==> src/rtl/pixel_pack_pkg.sv <==
// pixel_pack_pkg: shared constants, FIFO entry and write-FSM types for pixel_pack_writer.
// Constants below describe the default build; modules derive their own through pp_clog2.
package pixel_pack_pkg;
   function automatic int pp_clog2(input int v);
      return (v > 1) ? $clog2(v) : 1;
   endfunction
   localparam int DEF_DATA_WIDTH  = 8;
   localparam int DEF_BUS_WIDTH   = 32;
   localparam int LANES           = DEF_BUS_WIDTH / DEF_DATA_WIDTH;
   localparam int LANE_CNT_W      = pp_clog2(LANES);
   localparam int FRAME_PIX       = 4 * 4;
   localparam int PIX_CNT_W       = pp_clog2(FRAME_PIX);
   localparam int WORDS_PER_FRAME = (FRAME_PIX + LANES - 1) / LANES;
   typedef struct packed {
      logic                     last;
      logic [LANES-1:0]         be;
      logic [DEF_BUS_WIDTH-1:0] wdata;
   } fifo_entry_t;
   typedef enum logic [0:0] {IDLE = 1'b0, REQ = 1'b1} wr_state_e;
endpackage

==> src/rtl/pixel_pack_writer_fifo.sv <==
// pp_sync_fifo: single-clock FIFO with full/empty flags; a push while full is
// accepted only when a pop happens in the same cycle.
module pp_sync_fifo #(
   parameter int WIDTH = 8,
   parameter int DEPTH = 4
) (
   input  logic             clk,
   input  logic             rst,
   input  logic             i_push,
   input  logic [WIDTH-1:0] i_din,
   input  logic             i_pop,
   output logic [WIDTH-1:0] o_dout,
   output logic             o_full,
   output logic             o_empty,
   output logic [$clog2(DEPTH):0] o_count
);
   localparam int AW = $clog2(DEPTH);
   logic [WIDTH-1:0] mem [DEPTH];
   logic [AW-1:0] wr_q, wr_d, rd_q, rd_d;
   logic [AW:0]   cnt_q, cnt_d;
   logic          push_ok, pop_ok;
   always_comb begin
      pop_ok  = i_pop && (cnt_q != '0);
      push_ok = i_push && ((cnt_q != (AW+1)'(DEPTH)) || pop_ok);
      wr_d    = push_ok ? wr_q + 1'b1 : wr_q;
      rd_d    = pop_ok ? rd_q + 1'b1 : rd_q;
      cnt_d   = cnt_q + (AW+1)'(push_ok) - (AW+1)'(pop_ok);
   end
   always_ff @(posedge clk or posedge rst) begin
      if (rst) begin
         wr_q  <= '0;
         rd_q  <= '0;
         cnt_q <= '0;
      end else begin
         wr_q  <= wr_d;
         rd_q  <= rd_d;
         cnt_q <= cnt_d;
      end
   end
   always_ff @(posedge clk) begin
      if (push_ok) mem[wr_q] <= i_din;
   end
   assign o_dout  = mem[rd_q];
   assign o_full  = cnt_q == (AW+1)'(DEPTH);
   assign o_empty = cnt_q == '0;
   assign o_count = cnt_q;
endmodule

==> src/rtl/pixel_pack_writer.sv <==
// pixel_pack_writer: packs a pixel stream into bus words, buffers them and writes
// them to a frame buffer over req/ack. PACK_BIG_ENDIAN_EN puts the first pixel in the top lane.
module pixel_pack_writer
   import pixel_pack_pkg::*;
#(
   parameter int DATA_WIDTH  = 8,
   parameter int WIDTH_IMAG  = 4,
   parameter int HEIGHT_IMAG = 4,
   parameter int BUS_WIDTH   = 32,
   parameter int ADDR_WIDTH  = 16,
   parameter logic [ADDR_WIDTH-1:0] BASE_ADDR = '0,
   parameter int FIFO_DEPTH  = 4
) (
   input  logic                              clk,
   input  logic                              rst,
   input  logic                              i_wr,
   input  logic [DATA_WIDTH-1:0]             i_data,
   output logic                              o_mem_req,
   output logic [ADDR_WIDTH-1:0]             o_mem_addr,
   output logic [BUS_WIDTH-1:0]              o_mem_wdata,
   output logic [BUS_WIDTH/DATA_WIDTH-1:0]   o_mem_be,
   input  logic                              i_mem_ack,
   output logic                              o_frame_done,
   output logic                              o_overflow,
   input  logic                              i_clr
);
   localparam int NL   = BUS_WIDTH / DATA_WIDTH;
   localparam int LCW  = pp_clog2(NL);
   localparam int NPIX = WIDTH_IMAG * HEIGHT_IMAG;
   localparam int PCW  = pp_clog2(NPIX);
   localparam int EW   = 1 + NL + BUS_WIDTH;
   localparam logic [LCW-1:0] LAST_LANE = LCW'(NL - 1);
   localparam logic [PCW-1:0] LAST_PIX  = PCW'(NPIX - 1);
   typedef struct packed {
      logic                 last;
      logic [NL-1:0]        be;
      logic [BUS_WIDTH-1:0] wdata;
   } entry_t;
   logic [BUS_WIDTH-1:0]  pack_q, pack_d, word_ins;
   logic [NL-1:0]         be_q, be_d, be_ins;
   logic [LCW-1:0]        lane_cnt_q, lane_cnt_d, lane_idx;
   logic [PCW-1:0]        pix_cnt_q, pix_cnt_d;
   logic [ADDR_WIDTH-1:0] addr_q, addr_d;
   wr_state_e             state_q, state_d;
   logic                  frame_done_q, frame_done_d, overflow_q, overflow_d;
   logic                  last_pix, push, pop, drop, empty_next;
   logic                  fifo_full, fifo_empty;
   logic [$clog2(FIFO_DEPTH):0] fifo_cnt;
   entry_t                push_entry, head;
   logic [EW-1:0]         head_raw;
`ifdef PACK_BIG_ENDIAN_EN
   assign lane_idx = LAST_LANE - lane_cnt_q;
`else
   assign lane_idx = lane_cnt_q;
`endif
   always_comb begin
      word_ins = pack_q;
      be_ins   = be_q;
      for (int k = 0; k < NL; k++) begin
         if (LCW'(k) == lane_idx) begin
            word_ins[k*DATA_WIDTH +: DATA_WIDTH] = i_data;
            be_ins[k] = 1'b1;
         end
      end
      last_pix   = pix_cnt_q == LAST_PIX;
      push       = i_wr && (lane_cnt_q == LAST_LANE || last_pix);
      pack_d     = push ? '0 : (i_wr ? word_ins : pack_q);
      be_d       = push ? '0 : (i_wr ? be_ins : be_q);
      lane_cnt_d = push ? '0 : (i_wr ? lane_cnt_q + 1'b1 : lane_cnt_q);
      pix_cnt_d  = i_wr ? (last_pix ? '0 : pix_cnt_q + 1'b1) : pix_cnt_q;
      push_entry = '{last: last_pix, be: be_ins, wdata: word_ins};
   end
   pp_sync_fifo #(.WIDTH(EW), .DEPTH(FIFO_DEPTH)) u_fifo (
      .clk     (clk),
      .rst     (rst),
      .i_push  (push),
      .i_din   (push_entry),
      .i_pop   (pop),
      .o_dout  (head_raw),
      .o_full  (fifo_full),
      .o_empty (fifo_empty),
      .o_count (fifo_cnt)
   );
   assign head = entry_t'(head_raw);
   // The head slot only changes on a pop, so the presented word is stable while stalled.
   always_comb begin
      pop          = (state_q == REQ) && i_mem_ack;
      drop         = push && fifo_full && !pop;
      empty_next   = pop && (fifo_cnt == 1) && !push;
      state_d      = (state_q == IDLE) ? (fifo_empty ? IDLE : REQ) : (empty_next ? IDLE : REQ);
      addr_d       = pop ? (head.last ? BASE_ADDR : addr_q + 1'b1) : addr_q;
      frame_done_d = pop && head.last;
      overflow_d   = (overflow_q && !i_clr) || drop;
   end
   always_ff @(posedge clk or posedge rst) begin
      if (rst) begin
         pack_q       <= '0;
         be_q         <= '0;
         lane_cnt_q   <= '0;
         pix_cnt_q    <= '0;
         addr_q       <= BASE_ADDR;
         state_q      <= IDLE;
         frame_done_q <= 1'b0;
         overflow_q   <= 1'b0;
      end else begin
         pack_q       <= pack_d;
         be_q         <= be_d;
         lane_cnt_q   <= lane_cnt_d;
         pix_cnt_q    <= pix_cnt_d;
         addr_q       <= addr_d;
         state_q      <= state_d;
         frame_done_q <= frame_done_d;
         overflow_q   <= overflow_d;
      end
   end
   assign o_mem_req    = state_q == REQ;
   assign o_mem_addr   = addr_q;
   assign o_mem_wdata  = o_mem_req ? head.wdata : '0;
   assign o_mem_be     = o_mem_req ? head.be : '0;
   assign o_frame_done = frame_done_q;
   assign o_overflow   = overflow_q;
endmodule

==> config.mk <==
export PLATFORM = sky130hd
export DESIGN_NAME = pixel_pack_writer
export DESIGN_NICKNAME = d
export VERILOG_FILES = /design/src/rtl/pixel_pack_pkg.sv /design/src/rtl/pixel_pack_writer_fifo.sv /design/src/rtl/pixel_pack_writer.sv
export SDC_FILE = /design/constraint.sdc
export NUM_CORES = 1
export LEC_CHECK = 0
export ABC_AREA = 1
export CAP_MARGIN = 15
export CORE_UTILIZATION = 50
export CTS_BUF_LIST = sky130_fd_sc_hd__clkbuf_4 sky130_fd_sc_hd__clkbuf_8 sky130_fd_sc_hd__clkbuf_16
export CTS_CLUSTER_DIAMETER = 80
export DETAILED_ROUTE_END_ITERATION = 7
export PLACE_DENSITY = 0.7
export SLEW_MARGIN = 20
export SYNTH_ARGS = -nofsm -noshare
export SYNTH_HDL_FRONTEND = slang
export SYNTH_SLANG_ARGS = --single-unit
==> constraint.sdc <==
create_clock -name clk -period 6.55 [get_ports clk]
set_input_delay 0.655 -clock clk [delete_from_list [all_inputs] [get_ports clk]]
set_output_delay 0.655 -clock clk [all_outputs]
set_load 0.005 [all_outputs]
== Word-level counts from Yosys, hierarchy flattened ==
Memories as Yosys holds them, arrays and structs flattened.
Index checks and enable logic that the tools add are counted.

* Flip-flop bits (word level): 68
* Memories: 1
* Logic and storage cells: 70
* Bits in writable memories: 148
* Output and inout port bits: 55

* Muxes and demuxes: 23
* Equal/unequal tests: 8
* Add/sub/neg operators: 7
* Reductions and logical operators: 20

{| class="wikitable"
|+ Memories
! name !! words !! bits a word !! read ports !! clocked after memory_dff !! wr ports !! RTL line !! text
|-
| u_fifo.mem || 4 || 37 || 1 || 0 || 1 || pixel_pack_writer_fifo.sv:18 || <nowiki>logic [WIDTH-1:0] mem [DEPTH];</nowiki>
|}

{| class="wikitable"
|+ Operators by type and width
! kind !! count
|-
| $mux W32 || 3
|-
| $mux W8 || 4
|-
| $add A16 B1 Y16 const B || 1
|-
| $mux W16 || 1
|-
| $mux W4 || 4
|-
| $logic_and A1 B1 Y1 || 10
|-
| $mux W1 || 9
|-
| $add A2 B1 Y2 const B || 3
|-
| $add A4 B1 Y4 const B || 1
|-
| $eq A2 B2 Y1 const A || 2
|-
| $eq A4 B4 Y1 const B || 1
|-
| $mux W2 || 2
|-
| $add A3 B1 Y3 || 1
|-
| $eq A3 B1 Y1 const B || 1
|-
| $eq A3 B3 Y1 const B || 1
|-
| $logic_not A1 Y1 || 3
|-
| $logic_not A3 Y1 || 1
|-
| $logic_or A1 B1 Y1 || 3
|-
| $ne A3 B3 Y1 const B || 1
|-
| $reduce_bool A3 Y1 || 1
|-
| $sub A3 B1 Y3 || 1
|-
| $eq A1 B2 Y1 const A || 1
|-
| $eq A2 B2 Y1 const B || 1
|-
| $logic_not A2 Y1 || 1
|-
| $reduce_bool A2 Y1 || 1
|}

== Logic depth before layout (Yosys ltp) ==
* Depth after elaboration: 7
* Mapped depth: 8

== Hierarchy ==
From an unflattened synthesis, not the netlist that was laid out.

* Cells, all modules: 967
* Area, all modules: 9919.5 um2

{| class="wikitable"
|+ By module, submodules not included
! module !! cells each !! times used !! area an instance (um2)
|-
| pp_sync_fifo || 489 || 1 || 6488.7
|-
| pixel_pack_writer || 478 || 1 || 3430.8
|}

== Worst setup path after synthesis ==
No wires, ideal clock.

* Path type: input -> register
* From: in i_wr
* To: mem u_fifo.mem[0][0] in the netlist's numbering, enable pin
* Data arrival time: 2.833 ns
* Required time: 6.119 ns
* Stages on the path: 5
* Path buffers: 1
* Path slack: 3.286 ns
* Path through: buf_2 -> inv_2 -> a21oi_4 -> nand2_2 -> nor2_1

* Cells in the longest elaborated chain, start to end: 4

{| class="wikitable"
|+ RTL lines
! item !! RTL line !! text
|-
| start, declared || pixel_pack_writer.sv:16 || <nowiki>input logic i_wr,</nowiki>
|-
| $logic_and A1 B1 Y1 || pixel_pack_writer.sv:66 || <nowiki>push = i_wr && (lane_cnt_q == LAST_LANE || last_pix);</nowiki>
|-
| $logic_and A1 B1 Y1 || pixel_pack_writer_fifo.sv:24 || <nowiki>push_ok = i_push && ((cnt_q != (AW+1)'(DEPTH)) || pop_ok);</nowiki>
|-
| $mux W1 || pixel_pack_writer_fifo.sv:41 || <nowiki>if (push_ok) mem[wr_q] <= i_din;</nowiki>
|-
| $mux W1 (implied by the code) || pixel_pack_writer_fifo.sv:41 ||
|-
| end, declared || pixel_pack_writer_fifo.sv:18 ||
|}

Every way passes these cells.

== Worst setup path after layout ==
* From: reg u_fifo.rd_q[1]
* To: out o_mem_wdata[1]

* Cells in the longest elaborated chain, start to end: 2

{| class="wikitable"
|+ RTL lines
! item !! RTL line !! text
|-
| start, declared || pixel_pack_writer_fifo.sv:19 || <nowiki>logic [AW-1:0] wr_q, wr_d, rd_q, rd_d;</nowiki>
|-
| start signal, assigned || pixel_pack_writer_fifo.sv:36 || <nowiki>rd_q <= rd_d;</nowiki>
|-
| $mem_v2 Z4 W37 || - ||
|-
| $mux W32 || pixel_pack_writer.sv:118 || <nowiki>assign o_mem_wdata = o_mem_req ? head.wdata : '0;</nowiki>
|-
| end, declared || pixel_pack_writer.sv:20 || <nowiki>output logic [BUS_WIDTH-1:0] o_mem_wdata,</nowiki>
|}

Every way passes these cells.

==> impl_results.md <==
* Horiz. Die Dim at 139 um
* Cells after DPL at 1123
* H-tree depth at 1
* Startpoint Class: flip-flop
* Dpl cell area at 10100 um^2
* Via Count at 6146
* Number of global-route vias before repair at 5868
* PortBufs at 67
* Slew HR at 0.310
* Clk slew on worst S/H paths at 0.06 ns
* Sw Pwr at 1690 uW
* Internal power at 3320 uW
* DIE AREA at 19300 um^2
* Unrepaired setup endpoints after global routing: false
* Initial drt markers at 386
* Cell area after layout at 11000 um^2
* Post-synthesis sequential area ratio at 0.657
* Post CTS Setup Buffer Count at 0
* Share of post-route cells with drive strength above 1 at 0.122
* Register Area at 6150 um^2
* Switching Fraction at 0.337
* Multi-input logic area at 2740 um^2
* Root Driver: clkbuf_16
* CP endpoint kind: output port
* Synthesized net count at 890
* CTS tree: built
* CP Data Arrival Time at 3.26 ns
* Initial antenna violation count at 0
* Drt wl/cell at 15.6 um
* WHS at 0.479 ns
* Combinational power share at 0.362
* Endpoints failing setup at 0
* Worst Clk Skew at 0.00842 ns
* Syn Area/Cell at 10.8 um^2
* # fillers at 1468
* Critical Path Max Stage Delay at 0.87 ns
* Gr usage total at 0.192
* First-pass iteration count of the detailed router at 7
* Clock power share at 0.245
* Met2 Wirelength at 8.88 mm
* Worst Hold Class: reg2reg
* Row cnt at 49
* Routability Congestion at 0.767
* Status: finished with violations
* Post-CTS Resized at 0
* Yosys warning total at 0
* P_leak at 0.00418 uW
* Finished Layout Cells at 1168
* Clock buffer depth at 3
* Detailed placement HPWL at 11.2 mm
* Peak supply drop at 0.259 mV
* Cell count after synthesis at 865
* Seq cells post-synth at 216
* Slew Viols, Final at 0
* Die Y at 139 um
* N_diodes at 0
* Max Fclk at 0.255 GHz
* TritonCTS buffer count at 22
* Core ar. at 18100 um^2
* Period utilization at 0.598
* IO Count at 68
* Minimum clock period at 3.92 ns
* CTS Sinks at 216
* Pwr Density at 455 nW/um^2
* Area Growth Syn to Fin at 17.7%
* Fin nets at 948
* Largest net degree at the start of global routing at 76
* Failing checks: design-rule violations
* First-pass GRT wire length at 29.8 mm
* DR DRC count at 6
* Required @ worst endpoint at 5.89 ns
* Clock Latency Late Sink at 0.50 ns
* Final hold viol count at 0
* Yosys cell types at 31
* Total wire length at 18.2 mm
* Seq pwr share at 0.393
* Crit-path max FO at 37
* Hold_buf cts at 0
* WS Path Type: reg2out
* Actual slew at the worst max-slew pin at 1.04 ns
* M1 WL at 8.36 mm
* Critical path, cell by cell: buf_4 -> inv_2 -> nor2_1 -> o21ai_0 -> a21oi_1 -> clkdlybuf4s50_1
* Netlist Area Pre-Place at 9350 um^2
* Slowest stage cell, crit path: dfrtp_1
* DR top layer: met4
* Vias per cell at 5.26
* Max-capacitance violation count at 0
* Initial Util at 0.515
* GR Overflow Total at 0
* Setup TNS at 0 ns
* DR WL met3 at 762 um
* Number of routed nets with antenna violations at 0
## power groups by stage
stage	combinational, uW	clock (uW)	sequential [uW]
2_1_floorplan	1150	0	1950
3_3_place_gp	1760	0	1990
3_5_place_dp	1800	0	2000
4_1_cts	1810	1250	1970
5_1_grt	2030	1300	1990
6_report	1810	1230	1970
## metrics by stage
step | total power (uW) | worst slack [ns] | util
finish | 5010 | 2.63 | 0.606
global route | 5320 | 2.43 | 0.606
CTS | 5030 | 2.65 | 0.599
detailed placement | 3800 | 2.88 | 0.559
global placement | 3750 | 3.03 | 0.559
floorplan | 3100 | 3.29 | -
## cell type report
| type | count | area share |
|---|---|---|
| inverter | 71 | 0.0244 |
| timing repair buffer | 77 | 0.0764 |
| clock inverter | 12 | 0.00819 |
| clock buffer | 28 | 0.0574 |
| tap | 229 | 0.0260 |
| sequential | 216 | 0.559 |
| multi-input combinational | 535 | 0.249 |
## placed cells by master, fill, tap and decap left out, types with 2 or more instances in the layout
cell type,count
nand2_2,2
nand3_2,20
inv_1,63
inv_2,6
nor3b_1,3
dfrtp_1,67
buf_4,5
clkbuf_4,2
clkbuf_8,3
ha_1,11
nand2_1,75
edfxtp_1,148
nand3_1,23
o21ai_1,2
o21ai_0,123
clkinv_2,7
clkdlybuf4s50_1,66
nor2_2,2
or2_2,10
nand4_1,4
nor2_1,179
a21oi_1,45
o21ai_2,18
o21bai_1,2
buf_16,5
xor2_1,7
clkbuf_16,23
clkinv_1,3
xnor2_1,2
nor2_4,4
## critical path, delay by kind of cell (launching register included)
kind	cells	cell delay (ns)
AND/OR/NAND/NOR	1	0.22
flip-flops	1	0.87
AO/OA/AOI/OAI	2	0.40
buffers and inverters	3	1.26
## cells in the mapped netlist, drive strengths merged
cell	n	share of area
fa	1	0.0021
buf	28	0.018
a21oi	46	0.026
nor2	185	0.075
nand2	77	0.031
nor3b	3	0.0024
nand3	43	0.034
or2	10	0.0067
clkinv	1	0.00040
nand4	4	0.0027
edfxtp	148	0.48
o21ai	143	0.084
clkbuf	15	0.0060
o21bai	2	0.0016
o22ai	1	0.0013
ha	11	0.015
dfrtp	68	0.18
inv	70	0.028
xnor2	2	0.0019
xor2	7	0.0066
## path summary, 6_finish.rpt
kind | start | to | slack (ns) | depth (start not counted)
worst min-delay path | pack_q[27] | pack_q[27] | 0.48 | 2
worst min register to register | pack_q[27] | pack_q[27] | 0.48 | 2
worst max-delay path | u_fifo.rd_q[1] | o_mem_wdata[1] | 2.63 | 6
max in group asynchronous | rst | u_fifo.rd_q[0] | 5.18 | 3
min in group asynchronous | rst | o_overflow | 0.73 | 3
worst max register to register | lane_cnt_q[0] | u_fifo.mem[1][17] | 3.75 | 7
## per-layer routing
layer | GRT usage | vias to the layer above
met1 | 0.261 | 2957
met2 | 0.326 | 122
met5 | 0 | -
met3 | 0.0262 | 23
li1 | - | 3044
met4 | 0.0526 | 0
## flip-flops by register name, indices dropped and copies added (netlist names)
signal,count
u_fifo.mem,148
pack_q,32
o_mem_addr,16
be_q,4
pix_cnt_q,4
u_fifo.o_count,3
lane_cnt_q,2
u_fifo.rd_q,2
u_fifo.wr_q,2
o_frame_done,1
o_mem_req,1
o_overflow,1
## kinds of logic (layout without fill, tap and decap cells)
family | count (synthesis) | in the layout | share of synthesized area
xor gates and xnor gates | 9 | 9 | 0.00843
AOI/OAI and AO/OA | 192 | 192 | 0.113
buffers and inverters | 114 | 188 | 0.0533
adders and majority gates | 12 | 12 | 0.0169
and+or+nand+nor | 322 | 322 | 0.152
DFF | 216 | 216 | 0.657
No activity file was read; power rests on OpenSTA's default activity.
